`config.mk`:
```
export PLATFORM = sky130hd
export DESIGN_NAME = control_sequencer
export DESIGN_NICKNAME = d
export VERILOG_FILES = /design/src/rtl/cpu_ctrl_pkg.sv /design/src/rtl/control_rom.sv /design/src/rtl/control_sequencer.sv
export SDC_FILE = /design/constraint.sdc
export NUM_CORES = 1
export LEC_CHECK = 0
export CORE_AREA = 5 5 44 46
export CTS_BUF_LIST = sky130_fd_sc_hd__clkbuf_8
export DETAILED_ROUTE_END_ITERATION = 10
export DIE_AREA = 0 0 49 51
export PLACE_DENSITY = 0.9
export SYNTH_ARGS = -nofsm -noshare
export SYNTH_HDL_FRONTEND = slang
export SYNTH_SLANG_ARGS = --single-unit
export TNS_END_PERCENT = 20
```
`constraint.sdc`:
```
create_clock -name clk -period 2.5 [get_ports clk]
set_input_delay 0.5 -clock clk [delete_from_list [all_inputs] [get_ports clk]]
set_output_delay 0.5 -clock clk [all_outputs]
set_load 0.05 [all_outputs]
```
`src/rtl/cpu_ctrl_pkg.sv`:
```
// Shared definitions for the CPU control path: control-word bit positions,
// single-bit control masks, opcode encoding and the fixed fetch words.
package cpu_ctrl_pkg;

    // Control word bit positions.
    localparam int unsigned BitHlt = 15;
    localparam int unsigned BitMi  = 14;
    localparam int unsigned BitRi  = 13;
    localparam int unsigned BitRo  = 12;
    localparam int unsigned BitIo  = 11;
    localparam int unsigned BitIi  = 10;
    localparam int unsigned BitAi  = 9;
    localparam int unsigned BitAo  = 8;
    localparam int unsigned BitEo  = 7;
    localparam int unsigned BitSu  = 6;
    localparam int unsigned BitBi  = 5;
    localparam int unsigned BitOi  = 4;
    localparam int unsigned BitCe  = 3;
    localparam int unsigned BitCo  = 2;
    localparam int unsigned BitJ   = 1;
    localparam int unsigned BitFi  = 0;

    localparam int unsigned CtrlW = 16;

    // One-hot masks for building control words.
    localparam logic [CtrlW-1:0] CwNone = 16'h0000;
    localparam logic [CtrlW-1:0] CwHlt  = 16'h0001 << BitHlt;
    localparam logic [CtrlW-1:0] CwMi   = 16'h0001 << BitMi;
    localparam logic [CtrlW-1:0] CwRi   = 16'h0001 << BitRi;
    localparam logic [CtrlW-1:0] CwRo   = 16'h0001 << BitRo;
    localparam logic [CtrlW-1:0] CwIo   = 16'h0001 << BitIo;
    localparam logic [CtrlW-1:0] CwIi   = 16'h0001 << BitIi;
    localparam logic [CtrlW-1:0] CwAi   = 16'h0001 << BitAi;
    localparam logic [CtrlW-1:0] CwAo   = 16'h0001 << BitAo;
    localparam logic [CtrlW-1:0] CwEo   = 16'h0001 << BitEo;
    localparam logic [CtrlW-1:0] CwSu   = 16'h0001 << BitSu;
    localparam logic [CtrlW-1:0] CwBi   = 16'h0001 << BitBi;
    localparam logic [CtrlW-1:0] CwOi   = 16'h0001 << BitOi;
    localparam logic [CtrlW-1:0] CwCe   = 16'h0001 << BitCe;
    localparam logic [CtrlW-1:0] CwCo   = 16'h0001 << BitCo;
    localparam logic [CtrlW-1:0] CwJ    = 16'h0001 << BitJ;
    localparam logic [CtrlW-1:0] CwFi   = 16'h0001 << BitFi;

    // Fetch words shared by every opcode.
    localparam logic [CtrlW-1:0] CwFetch0 = CwCo | CwMi;
    localparam logic [CtrlW-1:0] CwFetch1 = CwRo | CwIi | CwCe;

    // Opcodes 1001..1101 are unassigned and decode as NOP.
    typedef enum logic [3:0] {
        OpNop = 4'h0,
        OpLda = 4'h1,
        OpAdd = 4'h2,
        OpSub = 4'h3,
        OpSta = 4'h4,
        OpLdi = 4'h5,
        OpJmp = 4'h6,
        OpJc  = 4'h7,
        OpJz  = 4'h8,
        OpOut = 4'hE,
        OpHlt = 4'hF
    } opcode_e;

endpackage

```
`src/rtl/control_rom.sv`:
```
// Combinational microcode ROM: (opcode, microstep, flags) -> control word.
// Also flags the last non-empty step of the instruction so the sequencer can
// end it early when EARLY_STEP_RESET_EN is defined in the top.
module control_rom
    import cpu_ctrl_pkg::*;
#(
    parameter int unsigned OPCODE_W = 4
) (
    input  logic [OPCODE_W-1:0] i_instr,
    input  logic [2:0]          i_step,
    input  logic                i_carry,
    input  logic                i_zero,
    output logic [CtrlW-1:0]    o_ctrl,
    output logic                o_last_step
);

    opcode_e    w_op;
    logic [2:0] w_last_idx;

    assign w_op = opcode_e'(i_instr[3:0]);

    // Control word decode; steps 5..7 and unused slots stay empty.
    always_comb begin
        o_ctrl = CwNone;
        case (i_step)
            3'd0: o_ctrl = CwFetch0;
            3'd1: o_ctrl = CwFetch1;
            3'd2: begin
                case (w_op)
                    OpLda, OpAdd, OpSub, OpSta: o_ctrl = CwIo | CwMi;
                    OpLdi:                      o_ctrl = CwIo | CwAi;
                    OpJmp:                      o_ctrl = CwIo | CwJ;
                    OpJc:                       o_ctrl = i_carry ? (CwIo | CwJ) : CwNone;
                    OpJz:                       o_ctrl = i_zero ? (CwIo | CwJ) : CwNone;
                    OpOut:                      o_ctrl = CwAo | CwOi;
                    OpHlt:                      o_ctrl = CwHlt;
                    default:                    o_ctrl = CwNone;
                endcase
            end
            3'd3: begin
                case (w_op)
                    OpLda:        o_ctrl = CwRo | CwAi;
                    OpAdd, OpSub: o_ctrl = CwRo | CwBi;
                    OpSta:        o_ctrl = CwAo | CwRi;
                    default:      o_ctrl = CwNone;
                endcase
            end
            3'd4: begin
                case (w_op)
                    OpAdd:   o_ctrl = CwEo | CwAi | CwFi;
                    OpSub:   o_ctrl = CwEo | CwAi | CwSu | CwFi;
                    default: o_ctrl = CwNone;
                endcase
            end
            default: o_ctrl = CwNone;
        endcase
    end

    // Index of the last non-empty step; fetch (T1) is the minimum.
    always_comb begin
        w_last_idx = 3'd1;
        case (w_op)
            OpLda, OpSta:                 w_last_idx = 3'd3;
            OpAdd, OpSub:                 w_last_idx = 3'd4;
            OpLdi, OpJmp, OpOut, OpHlt:   w_last_idx = 3'd2;
            OpJc:                         w_last_idx = i_carry ? 3'd2 : 3'd1;
            OpJz:                         w_last_idx = i_zero ? 3'd2 : 3'd1;
            default:                      w_last_idx = 3'd1;
        endcase
    end

    assign o_last_step = (i_step >= w_last_idx);

endmodule

```
`src/rtl/control_sequencer.sv`:
```
// Microcoded control sequencer for the 8-bit CPU. Holds the microstep counter
// and sticky halt flag, and gates the ROM control word with reset and halt.
// Optional feature macro: EARLY_STEP_RESET_EN -- when defined, each
// instruction ends after its last non-empty microstep instead of running all
// STEPS steps.
module control_sequencer
    import cpu_ctrl_pkg::*;
#(
    parameter int unsigned STEPS    = 5,
    parameter int unsigned OPCODE_W = 4
) (
    input  logic                clk,
    input  logic                rst,
    input  logic [OPCODE_W-1:0] instr,
    input  logic                carry,
    input  logic                zero,
    output logic [CtrlW-1:0]    ctrl,
    output logic [2:0]          step,
    output logic                halted
);

    localparam logic [2:0] LastStep = 3'(STEPS - 1);

`ifdef EARLY_STEP_RESET_EN
    localparam bit EarlyEn = 1'b1;
`else
    localparam bit EarlyEn = 1'b0;
`endif

    logic [2:0]       r_step;
    logic             r_halted;
    logic [2:0]       w_step_next;
    logic             w_halted_next;
    logic [CtrlW-1:0] w_rom_ctrl;
    logic             w_last_step;
    logic             w_halt_req;
    logic             w_wrap;

    control_rom #(
        .OPCODE_W (OPCODE_W)
    ) u_rom (
        .i_instr     (instr),
        .i_step      (r_step),
        .i_carry     (carry),
        .i_zero      (zero),
        .o_ctrl      (w_rom_ctrl),
        .o_last_step (w_last_step)
    );

    // The HLT bit only appears at T2 of the HLT opcode.
    assign w_halt_req = w_rom_ctrl[BitHlt];
    assign w_wrap     = (r_step == LastStep) || (EarlyEn && w_last_step);

    // Next-state: halt freezes the counter, otherwise advance or wrap.
    always_comb begin
        w_step_next   = r_step;
        w_halted_next = r_halted;
        if (r_halted) begin
            w_step_next = r_step;
        end else if (w_halt_req) begin
            w_halted_next = 1'b1;
            w_step_next   = r_step;
        end else if (w_wrap) begin
            w_step_next = 3'd0;
        end else begin
            w_step_next = r_step + 3'd1;
        end
    end

    // Step counter and sticky halt register.
    always_ff @(posedge clk or posedge rst) begin
        if (rst) begin
            r_step   <= 3'd0;
            r_halted <= 1'b0;
        end else begin
            r_step   <= w_step_next;
            r_halted <= w_halted_next;
        end
    end

    // Output gating: reset forces zero without waiting for a clock.
    always_comb begin
        ctrl = w_rom_ctrl;
        if (rst) begin
            ctrl = CwNone;
        end else if (r_halted) begin
            ctrl = CwHlt;
        end
    end

    assign step   = r_step;
    assign halted = r_halted;

endmodule

```
==> impl_metrics.toml <==
[run_status]
status = "complete, no violations"

[floorplan]
die-area_um2 = 2500
placeableCoreArea_um2 = 1470
ios = 28
fp-row-count = 14
start_util_pct = 40.9
die_x_um = 49
die_h_um = 51

[cts]
tritoncts = "built"
cts_buffers = 3
clk_pin_slew_ns = 0.03
holdBufCountCts = 0
cts_max_level = 1
clock_path_buffers = 2
cts-root-buf = "clkbuf_8"
clkLatencyLatePin_ns = 0.22
cts_sinks = 4

[critical_path]
reg2reg_to = "step[0]"
r2r_setup_slack_ns = 0.74
cp.arrival_ns = 1.99
r2r_cells = 6
end_kind = "primary output"
cp.required_ns = 2.00
startpoint_type = "input port"
worstSetupPathType = "in -> out"
timing.rr.start = "step[1]"
crit_fanout = 2

[yosys]
synth_nets = 85
syn_avg_cell_area_um2 = 8.36
ys_seq_area_share_pct = 16.6
synth_top_family_by_area = "simple AND/OR/NAND/NOR gates"
synthXorXnorAreaFrac_pct = 0
synth_edf_count = 0
post_synth_and_or_nand_nor_area_fraction_pct = 31.0
syn-cell-area_um2 = 602
ys_warn_count = 0
synthCells = 72
ys_ff_latch = 4
synthTopCellsByArea = "dfrtp_1, ha_1, mux2_2"
synthAdderAreaFrac_pct = 10.4
synth-compound-area-share_pct = 21.4
synth_cell_type_count = 32
synthArstFlopShare_pct = 100
synth_ff_type = "dfrtp_1"
synth_top_cell_by_area = "dfrtp_1"
netlist.area_leader.share_pct = 16.6
synthMuxAreaShare_pct = 7.48

[timing]
finClkSkew_ns = 0.00515
setup_viol = 0
slew_violations = 0
post-route-period-util_pct = 99.6
max_freq_mhz = 402
hold_viol = 0
slew_headroom_pct = 64.6
fin_setup_tns_ns = 0
worstMarginPinSlew_ns = 0.529
min_period_ns = 2.49

[pwr]
vdd_ir_drop_max_v = 0.00102
p_per_area_nw_per_um2 = 936
static-leakage-power_nw = 0.531

[detailed_routing]
dr.pass1.iters = 4
via_per_inst = 5.63
drt-initial-drc-count = 8
wire_per_inst_um = 18.0
via_count = 738
drc = 0
antenna_left = 0
drt-total-wl_mm = 2.36

[cells_and_area]
multi_input_area_um2 = 526
fillerInstances = 71
final_nets = 129
area.sequential_um2 = 104
final_layout_size_suffix_gt1_share_pct = 55.7
stdcell_count = 131
antenna_cells = 0
area_delta_synth_final_pct = 114

[placed_design]
hpwl_mm = 1.53
routabilityCongestion = 0.844
portBuffers = 27
place_inst = 118

[global_routing]
grt_pass1_vias = 744
antenna_found_initial = 0
grt-ovfl-total = 0
grt_pass1_wl_mm = 3.38
grt_use_total_pct = 17.3
grt_max_degree = 13

[hold_path]
hold_class = "in -> async"

[flow_run]
maxCapViolCount = 0
==> report_power, final <==
part / leakage [nW] / internal [mW] / total, mW / switching (mW)
combinational: 0.459 / 0.410 / 0.911 / 0.502
sequential: 0.0446 / 0.105 / 0.155 / 0.0499
clock: 0.0269 / 0.105 / 0.139 / 0.0339
total: 0.531 / 0.620 / 1.21 / 0.586
==> layer usage <==
layer	wire length (um)	track usage [%]	vias up
met2	1320	33.5	30
met1	861	16.2	360
met5	0	0	-
met3	132	5.52	6
met4	51	8.52	0
li1	-	-	342
==> timing repair <==
item | in CTS | in global routing
buffers inserted | 0 | 9
pin swaps | 1 | 2
endpoints found under the setup margin | 10 | 9
resized for setup | 9 | 10
==> Yosys cell counts, types with 3 or more instances <==
| master | number |
|---|---|
| inv_1 | 7 |
| a21oi_1 | 5 |
| ha_1 | 5 |
| nor2_1 | 5 |
| dfrtp_1 | 4 |
| mux2_2 | 4 |
| nand2_1 | 4 |
| and2_1 | 3 |
| buf_2 | 3 |
| nor3_1 | 3 |
==> final cells by class <==
class	instances	area share [%]
Multi-Input combinational cell	54	40.8
Inverter	7	2.04
Clock buffer	3	3.21
Tap cell	16	1.55
Sequential cell	4	8.07
Timing Repair Buffer	46	44.0
Clock inverter	1	0.292
==> sequential cells by signal (all words and copies together) (netlist names) <==
signal and cells:
step 3, halted 1
==> kinds of logic (layout without fill, tap and decap cells) <==
logic type	after synthesis	in the layout
mux	4	4
simple gates	28	28
buf+inv	14	57
compound gates	17	17
fa+ha+maj	5	5
flops	4	4
==> worst max-delay path by stage <==
stage               startpoint  endpoint  slack (ns)  depth (start not counted)
detailed placement         rst   ctrl[8]       -0.09                          5
global route          instr[1]  ctrl[11]       -0.05                          5
global placement           rst   ctrl[8]       -0.04                          5
CTS                    step[0]  ctrl[11]       -0.02                          5
finish                instr[1]  ctrl[11]        0.01                          5
floorplan              step[0]   ctrl[4]       -0.21                          4
==> per-stage QoR <==
stage / utilization, % / power (mW) / worst slack (ns) / cell area, um^2 / hold WS [ns]
6_report: 87.5 / 1.21 / 0.0104 / 1290 / 0.511
5_1_grt: 87.5 / 1.28 / -0.0503 / 1290 / 0.520
4_1_cts: 78.7 / 1.07 / -0.0230 / 1160 / 0.487
3_5_place_dp: 73.8 / 0.888 / -0.0908 / 1090 / 0.561
3_3_place_gp: 73.8 / 0.851 / -0.0446 / 1090 / 0.551
2_1_floorplan: - / 0.628 / -0.210 / 626 / 0.266
==> cell usage in the layout, fill, tap and decap left out, drive strengths merged, types with 3 or more instances in the layout <==
cell,netlist,final
dfrtp,4,4
mux2,4,4
dlygate4sd2,0,3
nor2,5,5
nor3,3,3
ha,5,5
buf,7,35
inv,7,8
clkbuf,0,3
and2,3,3
a21oi,6,6
clkdlybuf4s50,0,7
nand2,4,4
==> worst max-delay path, stage by stage <==
cell and delay (ns):
clkdlybuf4s50_1 0.45, nor3_2 0.26, mux2_2 0.40, a211oi_4 0.20, buf_12 0.17
No activity file was read; power rests on OpenSTA's default activity.
